File: src/rtl/alu_sequencer.sv
// alu_sequencer
// Control-side companion of the 8-bit ALU. Accepts one 9-bit instruction per
// valid/ready handshake and latches it. It drives the decoded ALU fields,
// register read addresses and immediate for one EXEC cycle. At the end of
// that cycle it commits the register write, the flag update or the branch.
// A HALT instruction parks the sequencer until reset.
//
// Ports
//   clk, rst_n              clock (rising edge), async active-low reset
//   instr_valid, instr      fetch side offer (9-bit instruction)
//   instr_ready             sequencer can accept this cycle
//   alu_type/m_op/c_op/a_op/v_op, alu_sc_i
//                           ALU operation fields and carry-in (EXEC only)
//   ra_addr, rb_addr        register-file read ports (A feeds inA, B feeds inB)
//   imm_sel, imm_val        inA mux select and zero-extended immediate
//   alu_rslt, alu_sc_o      ALU result and carry-out
//   wr_en, wr_addr, wr_data register write, one-cycle pulse
//   br_taken, br_idx        branch pulse and target LUT index
//   flag_c, flag_z, flag_p  flag register
//   halted                  HALT reached
module alu_sequencer (
    input  logic       clk,
    input  logic       rst_n,
    input  logic       instr_valid,
    input  logic [8:0] instr,
    output logic       instr_ready,
    output logic [1:0] alu_type,
    output logic [2:0] alu_m_op,
    output logic [1:0] alu_c_op,
    output logic [2:0] alu_a_op,
    output logic       alu_v_op,
    output logic       alu_sc_i,
    output logic [1:0] ra_addr,
    output logic [1:0] rb_addr,
    output logic       imm_sel,
    output logic [7:0] imm_val,
    input  logic [7:0] alu_rslt,
    input  logic       alu_sc_o,
    output logic       wr_en,
    output logic [1:0] wr_addr,
    output logic [7:0] wr_data,
    output logic       br_taken,
    output logic [4:0] br_idx,
    output logic       flag_c,
    output logic       flag_z,
    output logic       flag_p,
    output logic       halted
);

    typedef enum logic [1:0] {
        ST_READY = 2'b00,
        ST_EXEC  = 2'b01,
        ST_HALT  = 2'b10
    } state_t;

    typedef struct packed {
        logic [1:0] typ;
        logic [2:0] m_op;
        logic [1:0] c_op;
        logic [2:0] a_op;
        logic       v_op;
        logic       sc_i;
        logic [1:0] ra;
        logic [1:0] rb;
        logic       imm_sel;
        logic [7:0] imm;
    } dec_t;

    state_t     state_r;
    logic [8:0] ir_r;
    dec_t       dec_r;
    logic       cond_s;
    logic       z_s;
    logic       p_s;

    // Even-parity bit of a data byte: 1 when an odd number of bits are set.
    function automatic logic parity8(input logic [7:0] v);
        return ^v;
    endfunction

    // Decode a raw instruction into the ALU-facing fields. The carry-in is
    // captured together with the fields so that it reflects the flags
    // committed by the previous instruction.
    function automatic dec_t decode_instr(input logic [8:0] ins, input logic c);
        dec_t d;
        d     = '0;
        d.typ = ins[8:7];
        case (ins[8:7])
            2'b00: begin
                d.m_op = ins[6:4];
                d.ra   = ins[3:2];
                d.rb   = ins[1:0];
                // ADD (000) and SUB (001) chain the carry flag
                d.sc_i = (ins[6:5] == 2'b00) ? c : 1'b0;
            end
            2'b01: begin
                d.c_op = ins[6:5];
            end
            2'b10: begin
                d.a_op = ins[6:4];
                d.ra   = ins[3:2];
                d.rb   = ins[1:0];
                // CMP subtracts with borrow-in from the carry flag
                d.sc_i = (ins[6:4] == 3'b100) ? c : 1'b0;
            end
            2'b11: begin
                if (ins[6]) begin
                    d.imm_sel = 1'b1;
                    d.imm     = {4'b0000, ins[3:0]};
                end else begin
                    d.ra = ins[1:0];
                end
            end
            default: begin
                d = '0;
            end
        endcase
        return d;
    endfunction

    // Flag candidates and branch condition for the instruction in EXEC.
    always_comb begin
        z_s    = (alu_rslt == 8'h00);
        p_s    = parity8(alu_rslt);
        cond_s = 1'b0;
        case (ir_r[6:5])
            2'b00:   cond_s = flag_z;
            2'b01:   cond_s = ~flag_z;
            2'b10:   cond_s = flag_c;
            2'b11:   cond_s = 1'b1;
            default: cond_s = 1'b0;
        endcase
    end

    // Issue/execute sequencer with registered decode, writeback, branch and flags.
    always_ff @(posedge clk or negedge rst_n) begin
        if (!rst_n) begin
            state_r  <= ST_READY;
            ir_r     <= 9'b0;
            dec_r    <= '0;
            wr_en    <= 1'b0;
            wr_addr  <= 2'b00;
            wr_data  <= 8'h00;
            br_taken <= 1'b0;
            br_idx   <= 5'b0;
            flag_c   <= 1'b0;
            flag_z   <= 1'b0;
            flag_p   <= 1'b0;
            halted   <= 1'b0;
        end else begin
            // write and branch strobes are single-cycle pulses
            wr_en    <= 1'b0;
            br_taken <= 1'b0;
            case (state_r)
                ST_READY: begin
                    if (instr_valid) begin
                        ir_r    <= instr;
                        dec_r   <= decode_instr(instr, flag_c);
                        state_r <= ST_EXEC;
                    end else begin
                        state_r <= ST_READY;
                    end
                end
                ST_EXEC: begin
                    dec_r   <= '0;
                    state_r <= ST_READY;
                    case (ir_r[8:7])
                        2'b00: begin
                            wr_en   <= 1'b1;
                            wr_addr <= ir_r[3:2];
                            wr_data <= alu_rslt;
                            flag_z  <= z_s;
                            flag_p  <= p_s;
                            if (ir_r[6:5] == 2'b00) begin
                                flag_c <= alu_sc_o;
                            end
                        end
                        2'b01: begin
                            if (cond_s) begin
                                br_taken <= 1'b1;
                                br_idx   <= ir_r[4:0];
                            end
                        end
                        2'b10: begin
                            case (ir_r[6:4])
                                3'b100: begin
                                    flag_c <= alu_sc_o;
                                    flag_z <= z_s;
                                    flag_p <= p_s;
                                end
                                3'b000:  flag_c <= 1'b0;
                                3'b001:  flag_c <= 1'b1;
                                3'b111: begin
                                    halted  <= 1'b1;
                                    state_r <= ST_HALT;
                                end
                                default: begin
                                    // NOP encodings leave all state untouched
                                end
                            endcase
                        end
                        2'b11: begin
                            wr_en   <= 1'b1;
                            wr_addr <= ir_r[6] ? ir_r[5:4] : ir_r[3:2];
                            wr_data <= alu_rslt;
                        end
                        default: begin
                            state_r <= ST_READY;
                        end
                    endcase
                end
                ST_HALT: begin
                    state_r <= ST_HALT;
                end
                default: begin
                    state_r <= ST_READY;
                end
            endcase
        end
    end

    // Ready is forced low while reset is held, even though the state is READY.
    assign instr_ready = rst_n & (state_r == ST_READY);

    assign alu_type = dec_r.typ;
    assign alu_m_op = dec_r.m_op;
    assign alu_c_op = dec_r.c_op;
    assign alu_a_op = dec_r.a_op;
    assign alu_v_op = dec_r.v_op;
    assign alu_sc_i = dec_r.sc_i;
    assign ra_addr  = dec_r.ra;
    assign rb_addr  = dec_r.rb;
    assign imm_sel  = dec_r.imm_sel;
    assign imm_val  = dec_r.imm;

endmodule

File: config.mk
export PLATFORM = sky130hd
export DESIGN_NAME = alu_sequencer
export DESIGN_NICKNAME = d
export VERILOG_FILES = /design/src/rtl/alu_sequencer.sv
export SDC_FILE = /design/constraint.sdc
export NUM_CORES = 1
export LEC_CHECK = 0
export CAP_MARGIN = 10
export CORE_ASPECT_RATIO = 0.7
export CORE_MARGIN = 5
export CORE_UTILIZATION = 50
export DETAILED_ROUTE_END_ITERATION = 8
export HOLD_SLACK_MARGIN = 0.15
export PLACE_DENSITY = 0.84
export SKIP_LAST_GASP = 1
export SYNTH_ARGS = -nofsm -noshare
export SYNTH_HDL_FRONTEND = slang
export SYNTH_SLANG_ARGS = --single-unit
File: constraint.sdc
create_clock -name clk -period 5.1 [get_ports clk]
set_input_delay 0.51 -clock clk [delete_from_list [all_inputs] [get_ports clk]]
set_output_delay 0.51 -clock clk [all_outputs]
set_load 0.02 [all_outputs]
**Word-level counts from Yosys, hierarchy flattened**

Cells that the tools add are included.
Widths: inputs -> output; s select.

- Mux-type cells: 32
- Equality and inequality tests: 19
- Add/subtract/negate cells: 0
- Shift operators: 0
- Reductions and logical operators: 21
- Magnitude comparators: 0
- Divide/modulo/power cells: 0
- Multipliers: 0
- Bitwise operators: 2

Operators by type and width:

| kind | number |
|---|---|
| $pmux 25 s2 | 1 |
| $mux 25 | 1 |
| $mux 9 | 2 |
| $eq 2x2->1 const B | 7 |
| $mux 2 | 6 |
| $mux 1 | 11 |
| $logic_not 2->1 | 5 |
| $eq 3x3->1 const B | 3 |
| $reduce_and 3->1 | 3 |
| $eq 2x1->1 const B | 4 |
| $logic_not 8->1 | 1 |
| $pmux 1 s2 | 4 |
| $pmux 2 s2 | 2 |
| $reduce_and 2->1 | 4 |
| $reduce_xor 8->1 | 1 |
| $mux 3 | 2 |
| $pmux 2 s3 | 1 |
| $reduce_bool 2->1 | 3 |
| $ne 2x2->1 const B | 2 |
| $ne 4x1->1 const B | 1 |
| $pmux 1 s4 | 1 |
| $reduce_and 4->1 | 1 |
| $reduce_or 2->1 | 2 |
| $eq 3x1->1 const B | 1 |
| other kinds (5) | 5 |

- Memories kept: 0
- Logic and storage cells: 95
- RAM bits: 0
- Memory bits (read-only): 0
- Bits in registers: 57
- Output and inout bits: 47
- Latch bits: 0
- Input port bits: 21

**Logic depth before layout (Yosys ltp)**

Gate-level depths: netlist (run 1).

- Word-level depth: 5
- Depth in mapped cells: 6
- Gate-level depth less buffers: 5

**Least setup slack after synthesis (run 1)**

Ideal clock, no wire load.

- Path kind: register to register
- Start point: reg ir_r[7]
- End point: reg wr_data[3]
- Slack: 3.338 ns
- Period minus slack after synthesis: 1.762 ns
- Buffers on the path: 1
- Cell stages (with the launch flop): 6
- Required time: 4.975 ns
- Setup time: 0.125 ns
- Arrival time: 1.637 ns
- Path through: dfrtp_1 > inv_1 > ha_1 > nor3b_1 > buf_4 > mux2_2

- Word-level cells in the longest chain between the ends: 3
- Elaborated cells on any way between the ends: 4
- Classes of those cells: 1 x eq/ne; 3 x reduce/logical

Ends and longest elaborated chain:

| element | RTL line | RTL |
|---|---|---|
| from (decl) | 70 | `logic [8:0] ir_r;` |
| from (signal assigned) | 157 | `ir_r <= instr;` |
| $eq 2x2->1 or $logic_not 2->1 (tied branches) | 167 | `case (ir_r[8:7])` |
| $reduce_or 2->1 (no line) * | -- |  |
| $reduce_and 2->1 (no line) * | -- |  |
| to (signal assigned) | 171 | `wr_data <= alu_rslt;` |
| to (signal assigned) | 205 | `wr_data <= alu_rslt;` |
| to (decl) | 41 | `output logic [7:0] wr_data,` |

Mark *: on every way between the ends. The rest lies on a longest branch, timed or not.
A chain may end at the register's enable or synchronous reset.

**Worst setup path in the final report (run 1)**

- Start point: in rst_n
- End point: out instr_ready

- Word-level cells in the longest chain between the ends: 1

Ends and longest elaborated chain:

| element | RTL line | RTL |
|---|---|---|
| from (decl) | 23 | `input logic rst_n,` |
| $and 1x1->1 | 223 | `assign instr_ready = rst_n & (state_r == ST_READY);` |
| to (decl) | 26 | `output logic instr_ready,` |

Every way passes these cells.

==> results of run 1 <==
[synth_stat cells]
cell type | number | area [sq um]
o2bb2ai_1 | 2 | 17.52
o31ai_1 | 1 | 7.510
buf_4 | 6 | 45.04
nand3b_1 | 3 | 22.52
dfrtp_1 | 52 | 1301
buf_2 | 1 | 5.000
nand4_1 | 2 | 12.51
o21bai_1 | 1 | 7.510
nor3_1 | 1 | 5.000
clkbuf_1 | 3 | 11.26
o22ai_1 | 1 | 6.260
nor2b_1 | 4 | 25.02
mux2i_1 | 3 | 30.03
nor3b_1 | 3 | 22.52
nand3_1 | 5 | 25.02
and2b_2 | 1 | 8.760
inv_1 | 12 | 45.04
xor2_1 | 1 | 8.760
nor2_1 | 5 | 18.77
nor4b_1 | 2 | 17.52
ha_1 | 8 | 100.1
o21ai_0 | 5 | 25.02
a21oi_1 | 2 | 10.01
nor4bb_1 | 1 | 10.01
clkinv_4 | 1 | 8.760
mux2_2 | 17 | 191.4
clkbuf_2 | 1 | 5.000
a22o_1 | 13 | 113.9
a31oi_1 | 2 | 12.51
nand2b_1 | 4 | 25.02
nand4b_1 | 1 | 8.760
nand2_1 | 28 | 105.1
or3b_1 | 1 | 8.760
a21o_1 | 1 | 7.510
xnor2_1 | 2 | 17.52
conb_1 | 1 | 3.750
buf_6 | 2 | 22.52
nor2_4 | 1 | 11.26
o2111ai_4 | 1 | 26.28
[routing by layer]
| layer | global-route usage, % | wire length, microns | vias to the layer above |
|---|---|---|---|
| met4 | 3.889 | 41 | 0 |
| li1 | - | - | 798 |
| met5 | 0 | 0 | - |
| met3 | 4.900 | 351 | 5 |
| met1 | 24.41 | 2443 | 815 |
| met2 | 27.09 | 2192 | 64 |
[registers in the layout, summed over array words and instances (netlist names), 2 cells and up]
name / cells
alu_a_op: 3
alu_c_op: 2
alu_m_op: 3
alu_type: 2
br_idx: 5
imm_val: 4
ir_r: 9
ra_addr: 2
rb_addr: 2
state_r: 2
wr_addr: 2
wr_data: 8
[kinds of logic after synthesis]
family	count (synthesis)	synth area share, %
AO/OA/AOI/OAI	29	9.932
XOR/XNOR	3	1.115
adder cells (fa/ha/maj)	8	4.249
buffers and inverters	26	6.053
flip-flops	52	55.23
multiplexers	20	9.400
other	1	0.1592
AND/OR/NAND/NOR	62	13.86
[worst max-delay path, cell delays in order]
cell and delay, ps:
buf_2 70, buf_4 490, nor3b_1 250, clkdlybuf4s50_1 630
[per-stage QoR]
| stage | power (uW) | instance area (sq um) |
|---|---|---|
| global route | 1288 | 3067 |
| floorplan | 797.5 | 2371 |
| CTS | 1239 | 3067 |
| finish | 1226 | 3067 |
| global placement | 1001 | 2979 |
| detailed placement | 1011 | 2979 |
[how the worst max path moves through the flow]
stage	start	end	slack, ps	cells after the start
2_1_floorplan	ir_r[7]$_DFFE_PN0N_	wr_data[3]$_DFFE_PN0P_	3340	5
3_3_place_gp	rst_n	instr_ready	2570	4
3_5_place_dp	rst_n	instr_ready	2570	4
4_1_cts	rst_n	instr_ready	2560	4
5_1_grt	rst_n	instr_ready	2440	4
6_report	rst_n	instr_ready	2600	4
[where the power goes]
part	internal, uW	switching, uW
clock network	95.8	131
logic	226	216
registers	500	56.9
total	822	405
[cell type report]
type                            count  share of cell area, %
Timing Repair Buffer               63                  20.32
Clock inverter                      3                 0.6120
Clock buffer                        5                  2.244
Multi-Input combinational cell    127                  30.40
Inverter                           13                  1.754
Tap cell                           55                  2.244
Sequential cell                    52                  42.43
==> results.py, run 1 <==
metrics = {
    "setup_path": {
        "crit_type": "in -> out",
        "required_ps": 4590,
        "worstPathArrival_ps": 1990,
        "worstSetupStartpointType": "primary input",
        "reg2reg_depth": 4,
        "worstSetupEndpointType": "output pin",
        "r2r_slack_ps": 3030,
        "r2r-end": "wr_data[3]$_DFFE_PN0P_",
        "regToRegStartpoint": "ir_r[7]$_DFFE_PN0N_",
        "path_max_fanout": 53,
    },
    "cells_and_area": {
        "instances_no_fill": 318,
        "diodes": 0,
        "post-route-util_pct": 68.85,
        "multiInputGateArea_sq_um": 932.1,
        "final_cell_mix": "clkdlybuf4s50_1, dfrtp_1, nand2_1, mux2_2, a22o_1",
        "finalNetCount": 291,
        "final_common_cell": "clkdlybuf4s50_1",
        "layout-drive-gt1-share_pct": 12.17,
        "synthToLayoutAreaGrowth_pct": 30.16,
        "nFillCells": 352,
        "regArea_sq_um": 1301,
    },
    "clocking": {
        "cts_resized": 0,
        "path_clk_slew_ps": 90,
        "cts-root-buf": "clkbuf_8",
        "cts_tree": "built",
        "insertion_delay_ps": 300,
        "clock_sinks": 52,
        "hold_buffers": 0,
        "htree_levels": 2,
        "cts.path.max_buffers": 2,
        "cts_made_buffers": 5,
        "post_cts_buffers": 0,
    },
    "timing": {
        "rsz0062_at_grt": "false",
        "tns_ps": 0,
        "worstMarginPinSlew_ps": 882.8,
        "timing.hold.ws_ps": 292.5,
        "report.final.slew_viol_count": 0,
        "skew_ps": 5.128,
        "fin_crit_ps": 2495,
        "finalWorstSetupSlack_ps": 2605,
        "setup_viol": 0,
        "fmax_mhz": 400.8,
        "slew_headroom_pct": 40.89,
        "report.final.hold_viol_count": 0,
        "finalCritPeriodShare_pct": 48.92,
    },
    "place": {
        "routabilityCongestion": 0.8300,
        "place_ws_ps": 2566,
        "dpl.hpwl_microns": 3672,
        "placed_cells": 310,
        "port-buffer-count": 62,
    },
    "floorplanning": {
        "fp-row-count": 20,
        "die_area_sq_um": 6207,
        "die_height_microns": 67.43,
        "die_w_microns": 92.05,
        "initial_core_util_pct": 52.89,
        "core_sq_um": 4454,
        "ios": 68,
    },
    "grt": {
        "grt.overflow.total": 0,
        "grt_usage_pct": 17.38,
        "grt_max_degree": 54,
        "antenna_found_initial": 0,
        "first_global_vias": 1663,
        "grt_pass1_wl_microns": 8349,
    },
    "power": {
        "p_per_area_nw_per_um2": 399.9,
        "leakagePower_uw": 0.001422,
        "ir_drop_mv": 0.2712,
    },
    "routing": {
        "num_vias": 1682,
        "postRouteAntennaNets": 0,
        "drc_errors": 0,
        "viasPerCell": 5.289,
        "drt_pass1_iterations": 4,
        "wl_microns": 5028,
        "wire_per_inst_microns": 15.81,
        "drtIter0Drc": 91,
    },
    "outcome": {
        "outcome": "complete, no violations",
    },
    "logic_synthesis": {
        "syn_area_sq_um": 2356,
        "netlist_instances": 201,
        "ys_seq_area_share_pct": 55.23,
        "ys_ff_latch": 52,
        "synth_warnings": 0,
        "ys_types": 39,
        "avgSynthCellArea_sq_um": 11.72,
    },
    "worst_hold_path": {
        "hp-class": "in -> async",
    },
    "run": {
        "cap_viol_max_count": 0,
    },
}
Note: power is estimated with default switching activity, not from simulation.
==> inputs of run 2 (changes only) <==
--- a/config.mk
+++ b/config.mk
@@ -8,10 +8,10 @@
 export CAP_MARGIN = 10
 export CORE_ASPECT_RATIO = 0.7
 export CORE_MARGIN = 5
-export CORE_UTILIZATION = 50
+export CORE_UTILIZATION = 43
 export DETAILED_ROUTE_END_ITERATION = 8
 export HOLD_SLACK_MARGIN = 0.15
-export PLACE_DENSITY = 0.84
+export PLACE_DENSITY = 0.76
 export SKIP_LAST_GASP = 1
 export SYNTH_ARGS = -nofsm -noshare
 export SYNTH_HDL_FRONTEND = slang
==> constraint.sdc (replaced) <==
create_clock -name clk -period 2.1 [get_ports clk]
set_input_delay 0.21 -clock clk [delete_from_list [all_inputs] [get_ports clk]]
set_output_delay 0.21 -clock clk [all_outputs]
set_load 0.02 [all_outputs]
==> run 2 against run 1 <==
Clock power rose to 4.1 times the previous value. Register-to-register slack worse by 2700 ps. First-iteration DRC count decreased by 13%. Hold slack improved by 190 ps. Design area rose by 4.1%. Combinational power rose by 140%. Clock skew increased by 7.1 ps.
==> results.py, run 2 (same netlist as run 1, synthesis figures left out) <==
metrics = {
    "timing": {
        "finalCritPeriodShare_pct": 94.99,
        "report.final.slew_viol_count": 0,
        "tns_ps": 0,
        "fmax_mhz": 501.3,
        "worstMarginPinSlew_ps": 642.7,
        "skew_ps": 12.18,
        "slew_headroom_pct": 57.16,
        "setup_viol": 0,
        "rsz0062_at_grt": "false",
        "report.final.hold_viol_count": 0,
        "finalWorstSetupSlack_ps": 105.3,
        "timing.hold.ws_ps": 485.2,
        "fin_crit_ps": 1995,
    },
    "cells_and_area": {
        "max_flop_register": "ir_r",
        "largest_register_ffs": 9,
        "diodes": 0,
        "layout-drive-gt1-share_pct": 13.11,
        "multiInputGateArea_sq_um": 932.1,
        "synthToLayoutAreaGrowth_pct": 35.48,
        "nFillCells": 449,
        "regArea_sq_um": 1301,
        "final_common_cell": "clkdlybuf4s50_1",
        "final_cell_mix": "clkdlybuf4s50_1, dfrtp_1, nand2_1, mux2_2, a22o_1",
        "finalNetCount": 295,
        "post-route-util_pct": 60.39,
        "reg.largest.list": "ir_r (9), wr_data (8), br_idx (5)",
    },
    "setup_path": {
        "r2r-end": "alu_m_op[0]$_DFFE_PN0P_",
        "path_cells": "dlygate4sd3_1 > buf_2 > nor3b_1 > clkdlybuf4s50_1",
        "crit_type": "in -> out",
        "cp_slowest_cell": "clkdlybuf4s50_1",
        "worstPathArrival_ps": 1780,
        "cpPeakStageDelay_ps": 650,
        "regToRegStartpoint": "state_r[1]$_DFF_PN0_",
        "worstSetupEndpointType": "output pin",
        "r2r_slack_ps": 350,
        "required_ps": 1890,
        "reg2reg_depth": 4,
        "path_max_fanout": 2,
        "worstSetupStartpointType": "primary input",
    },
    "place": {
        "place_ws_ps": 139.9,
        "dpl.hpwl_microns": 3826,
        "port-buffer-count": 62,
        "routabilityCongestion": 0.8066,
    },
    "routing": {
        "drc_errors": 0,
        "drt_pass1_iterations": 4,
        "viasPerCell": 4.959,
        "postRouteAntennaNets": 0,
        "num_vias": 1681,
        "wl_microns": 5223,
        "drtIter0Drc": 79,
        "wire_per_inst_microns": 15.41,
    },
    "floorplanning": {
        "die_w_microns": 98.47,
        "initial_core_util_pct": 44.58,
        "die_area_sq_um": 7083,
        "ios": 68,
        "die_height_microns": 71.93,
        "core_sq_um": 5285,
        "fp-row-count": 22,
    },
    "grt": {
        "grt_max_degree": 53,
        "first_global_vias": 1767,
        "grt.overflow.total": 0,
        "antenna_found_initial": 0,
        "grt_usage_pct": 15.28,
        "grt_pass1_wl_microns": 8742,
    },
    "run": {
        "cap_viol_max_count": 0,
    },
    "worst_hold_path": {
        "hold_end": "ir_r[1]$_DFFE_PN0N_",
        "hold_start": "ir_r[1]$_DFFE_PN0N_",
        "holdPathStages": 2,
        "hp-class": "reg -> reg",
    },
    "clocking": {
        "insertion_delay_ps": 310,
        "path_clk_slew_ps": 90,
        "clock_sinks": 52,
        "post_cts_buffers": 0,
        "cts-root-buf": "clkbuf_8",
        "cts_tree": "built",
        "cts_made_buffers": 5,
        "cts.path.max_buffers": 2,
        "htree_levels": 2,
    },
    "outcome": {
        "outcome": "complete, no violations",
    },
    "power": {
        "ir_drop_mv": 0.6861,
        "p_per_area_nw_per_um2": 1051,
        "leakagePower_uw": 0.001472,
        "power_uw": 3354,
    },
}
==> run 2: changes by cell type in the layout (fill, tap and decap cells not counted), sizes merged <==
cell         previous run  this run
buf                     2         5
bufinv                  0         3
clkinv                  4         1
dlygate4sd3             0         1
==> run 2: layout make-up <==
type	count	share of cell area (%)
Timing Repair Buffer	67	20.54
Tap cell	72	2.822
Multi-Input combinational cell	127	29.20
Clock buffer	5	2.156
Clock inverter	3	2.822
Sequential cell	52	40.77
Inverter	13	1.686
==> run 2: worst max-delay path, delay by kind of cell <==
kind,cells,cell delay (ps)
buffers and inverters,3,1310
AND/OR/NAND/NOR,1,260
==> run 2: repair_timing <==
item,CTS,global route
gates resized for setup,0,0
hold endpoints to repair,52,0
hold buffers,1,0
==> run 2: stage by stage <==
step                      cell area (sq um)  cells
after floorplan                        2371    205
after global placement                 3023    330
after detailed placement               3023    330
after CTS                              3192    339
after global routing                   3192    339
final                                  3192    339
==> run 2: report_power, final <==
group | internal (uW) | switching (uW)
combinational | 557 | 526
sequential | 1210 | 135
clock | 595 | 328
==> run 2: how the worst max path moves through the flow <==
stage / from / end / slack (ps)
2_1_floorplan: ir_r[7]$_DFFE_PN0N_ / wr_data[3]$_DFFE_PN0P_ / 340
3_3_place_gp: instr_valid / imm_val[0]$_DFFE_PN0P_ / 180
3_5_place_dp: instr_valid / alu_m_op[0]$_DFFE_PN0P_ / 140
4_1_cts: rst_n / instr_ready / 130
5_1_grt: rst_n / instr_ready / 3
6_report: rst_n / instr_ready / 110
==> run 2: routing by layer <==
layer  global-route usage (%)  up-vias  routed length [microns]  part of all wire [%]
li1                         -      810                        -                     -
met1                    21.75      818                     2562                    49
met2                    23.52       46                     2329                    45
met3                    4.035        7                      281                   5.4
met4                    3.636        0                       51                  0.98
met5                        0        -                        0                     0
==> inputs of run 3 (changes only) <==
--- a/config.mk
+++ b/config.mk
@@ -12,6 +12,7 @@
 export DETAILED_ROUTE_END_ITERATION = 8
 export HOLD_SLACK_MARGIN = 0.15
 export PLACE_DENSITY = 0.76
+export RECOVER_POWER = 25
 export SKIP_LAST_GASP = 1
 export SYNTH_ARGS = -nofsm -noshare
 export SYNTH_HDL_FRONTEND = slang
==> run 3 against run 2 <==
Setup slack better by 1.4 ps. Register-to-register slack about the same. Critical path depth unchanged. Clock skew about the same. Power about the same. Largest cell class unchanged.
==> results.py, run 3 (same netlist as run 1, synthesis figures left out) <==
metrics = {
    "outcome": {
        "outcome": "complete, no violations",
    },
    "grt": {
        "grt_max_degree": 53,
        "first_global_vias": 1767,
        "antenna_found_initial": 0,
        "grt_usage_pct": 15.28,
        "grt.overflow.total": 0,
        "grt_pass1_wl_microns": 8742,
    },
    "floorplanning": {
        "initial_core_util_pct": 44.58,
        "die_height_microns": 71.93,
        "ios": 68,
        "die_w_microns": 98.47,
        "core_sq_um": 5285,
        "fp-row-count": 22,
        "die_area_sq_um": 7083,
    },
    "setup_path": {
        "path_max_fanout": 2,
        "worstSetupEndpointType": "output pin",
        "worstPathArrival_ps": 1780,
        "required_ps": 1890,
        "worstSetupStartpointType": "primary input",
        "crit_type": "in -> out",
    },
    "routing": {
        "drtIter0Drc": 102,
        "num_vias": 1689,
        "wl_microns": 5229,
        "viasPerCell": 4.982,
        "drc_errors": 0,
        "wire_per_inst_microns": 15.42,
        "postRouteAntennaNets": 0,
        "drt_pass1_iterations": 4,
    },
    "place": {
        "port-buffer-count": 62,
        "dpl-instance-area_sq_um": 3023,
        "place_ws_ps": 139.9,
        "placed_cells": 330,
        "dpl.hpwl_microns": 3826,
        "routabilityCongestion": 0.8066,
    },
    "cells_and_area": {
        "final_cell_mix": "clkdlybuf4s50_1, dfrtp_1, nand2_1, mux2_2, a22o_1",
        "finalNetCount": 295,
        "max_flop_register": "ir_r",
        "final_area_sq_um": 3189,
        "post-route-util_pct": 60.35,
        "reg.largest.list": "ir_r (9), wr_data (8), br_idx (5)",
        "diodes": 0,
        "synthToLayoutAreaGrowth_pct": 35.37,
        "largest_register_ffs": 9,
        "instances_no_fill": 339,
        "nFillCells": 450,
        "final_common_cell": "clkdlybuf4s50_1",
        "layout-drive-gt1-share_pct": 13.11,
    },
    "timing": {
        "skew_ps": 12.42,
        "fmax_mhz": 501.7,
        "tns_ps": 0,
        "fin_crit_ps": 1993,
        "report.final.hold_viol_count": 0,
        "worstMarginPinSlew_ps": 1269,
        "slew_headroom_pct": 15.40,
        "finalCritPeriodShare_pct": 94.92,
        "finalWorstSetupSlack_ps": 106.7,
        "setup_viol": 0,
        "report.final.slew_viol_count": 0,
        "rsz0062_at_grt": "false",
    },
    "worst_hold_path": {
        "hp-class": "reg -> reg",
    },
    "clocking": {
        "insertion_delay_ps": 310,
        "htree_levels": 2,
        "cts.path.max_buffers": 2,
        "cts_made_buffers": 5,
        "cts_tree": "built",
        "cts-root-buf": "clkbuf_8",
        "path_clk_slew_ps": 90,
        "clock_sinks": 52,
    },
    "power": {
        "p_per_area_nw_per_um2": 1051,
        "ir_drop_mv": 0.6841,
        "leakagePower_uw": 0.001471,
    },
    "run": {
        "cap_viol_max_count": 0,
    },
}
==> run 3: cell count changes in the layout (fill, tap and decap cells not counted), sizes merged <==
| cell | delta |
|---|---|
| buf | -1 |
| clkbuf | +1 |
==> run 3: per-layer routing <==
layer	GRT usage (%)	vias up	part of all wire [%]
met5	0	-	0
met4	3.636	0	0.98
met3	4.035	7	5.5
met2	23.52	48	45
met1	21.75	826	49
li1	-	808	-
==> run 3: stage by stage <==
stage	power [uW]	hold slack [ps]
floorplan	1937	-85.59
global placement	2440	433.9
detailed placement	2464	444.1
CTS	3402	489.5
global route	3516	504.7
finish	3353	484.5
==> run 3: area by class of cell <==
class	count	area, sq um	area share (%)
clock buffers	5	68.82	2.158
flip-flops and latches	52	1301	40.80
multi-input cells	127	932.1	29.23
repair buffers	67	653.1	20.48
clock inverters	3	90.09	2.825
inverters	13	53.80	1.687
well taps	72	90.09	2.825
==> run 3: worst max-delay path, cell delays in order <==
cell,delay [ps]
dlygate4sd3_1,520
buf_2,140
nor3b_1,260
clkdlybuf4s50_1,650
==> run 3: path summary, 6_finish.rpt <==
| check | cells after the start | to | start | slack, ps |
|---|---|---|---|---|
| setup / recovery | 4 | instr_ready | rst_n | 110 |
| hold / removal | 2 | ir_r[1]$_DFFE_PN0N_ | ir_r[1]$_DFFE_PN0N_ | 480 |
| setup reg to reg | 4 | alu_m_op[0]$_DFFE_PN0P_ | state_r[1]$_DFF_PN0_ | 340 |
| hold reg to reg | 2 | ir_r[1]$_DFFE_PN0N_ | ir_r[1]$_DFFE_PN0N_ | 480 |
| max in group asynchronous | 3 | alu_type[0]$_DFFE_PN0P_ | rst_n | 480 |
| min in group asynchronous | 3 | wr_data[7]$_DFFE_PN0P_ | rst_n | 860 |
==> run 3: where the power goes <==
part | switching, uW | internal, uW
registers | 135 | 1210
logic | 525 | 556
clock network | 328 | 595
total | 988 | 2360
==> run 3: repair_timing <==
| item | CTS | global route |
|---|---|---|
| buffers inserted | 0 | 0 |
| hold buffers | 1 | 0 |
| gates resized for setup | 0 | 0 |
| endpoints found under the hold margin | 52 | 0 |
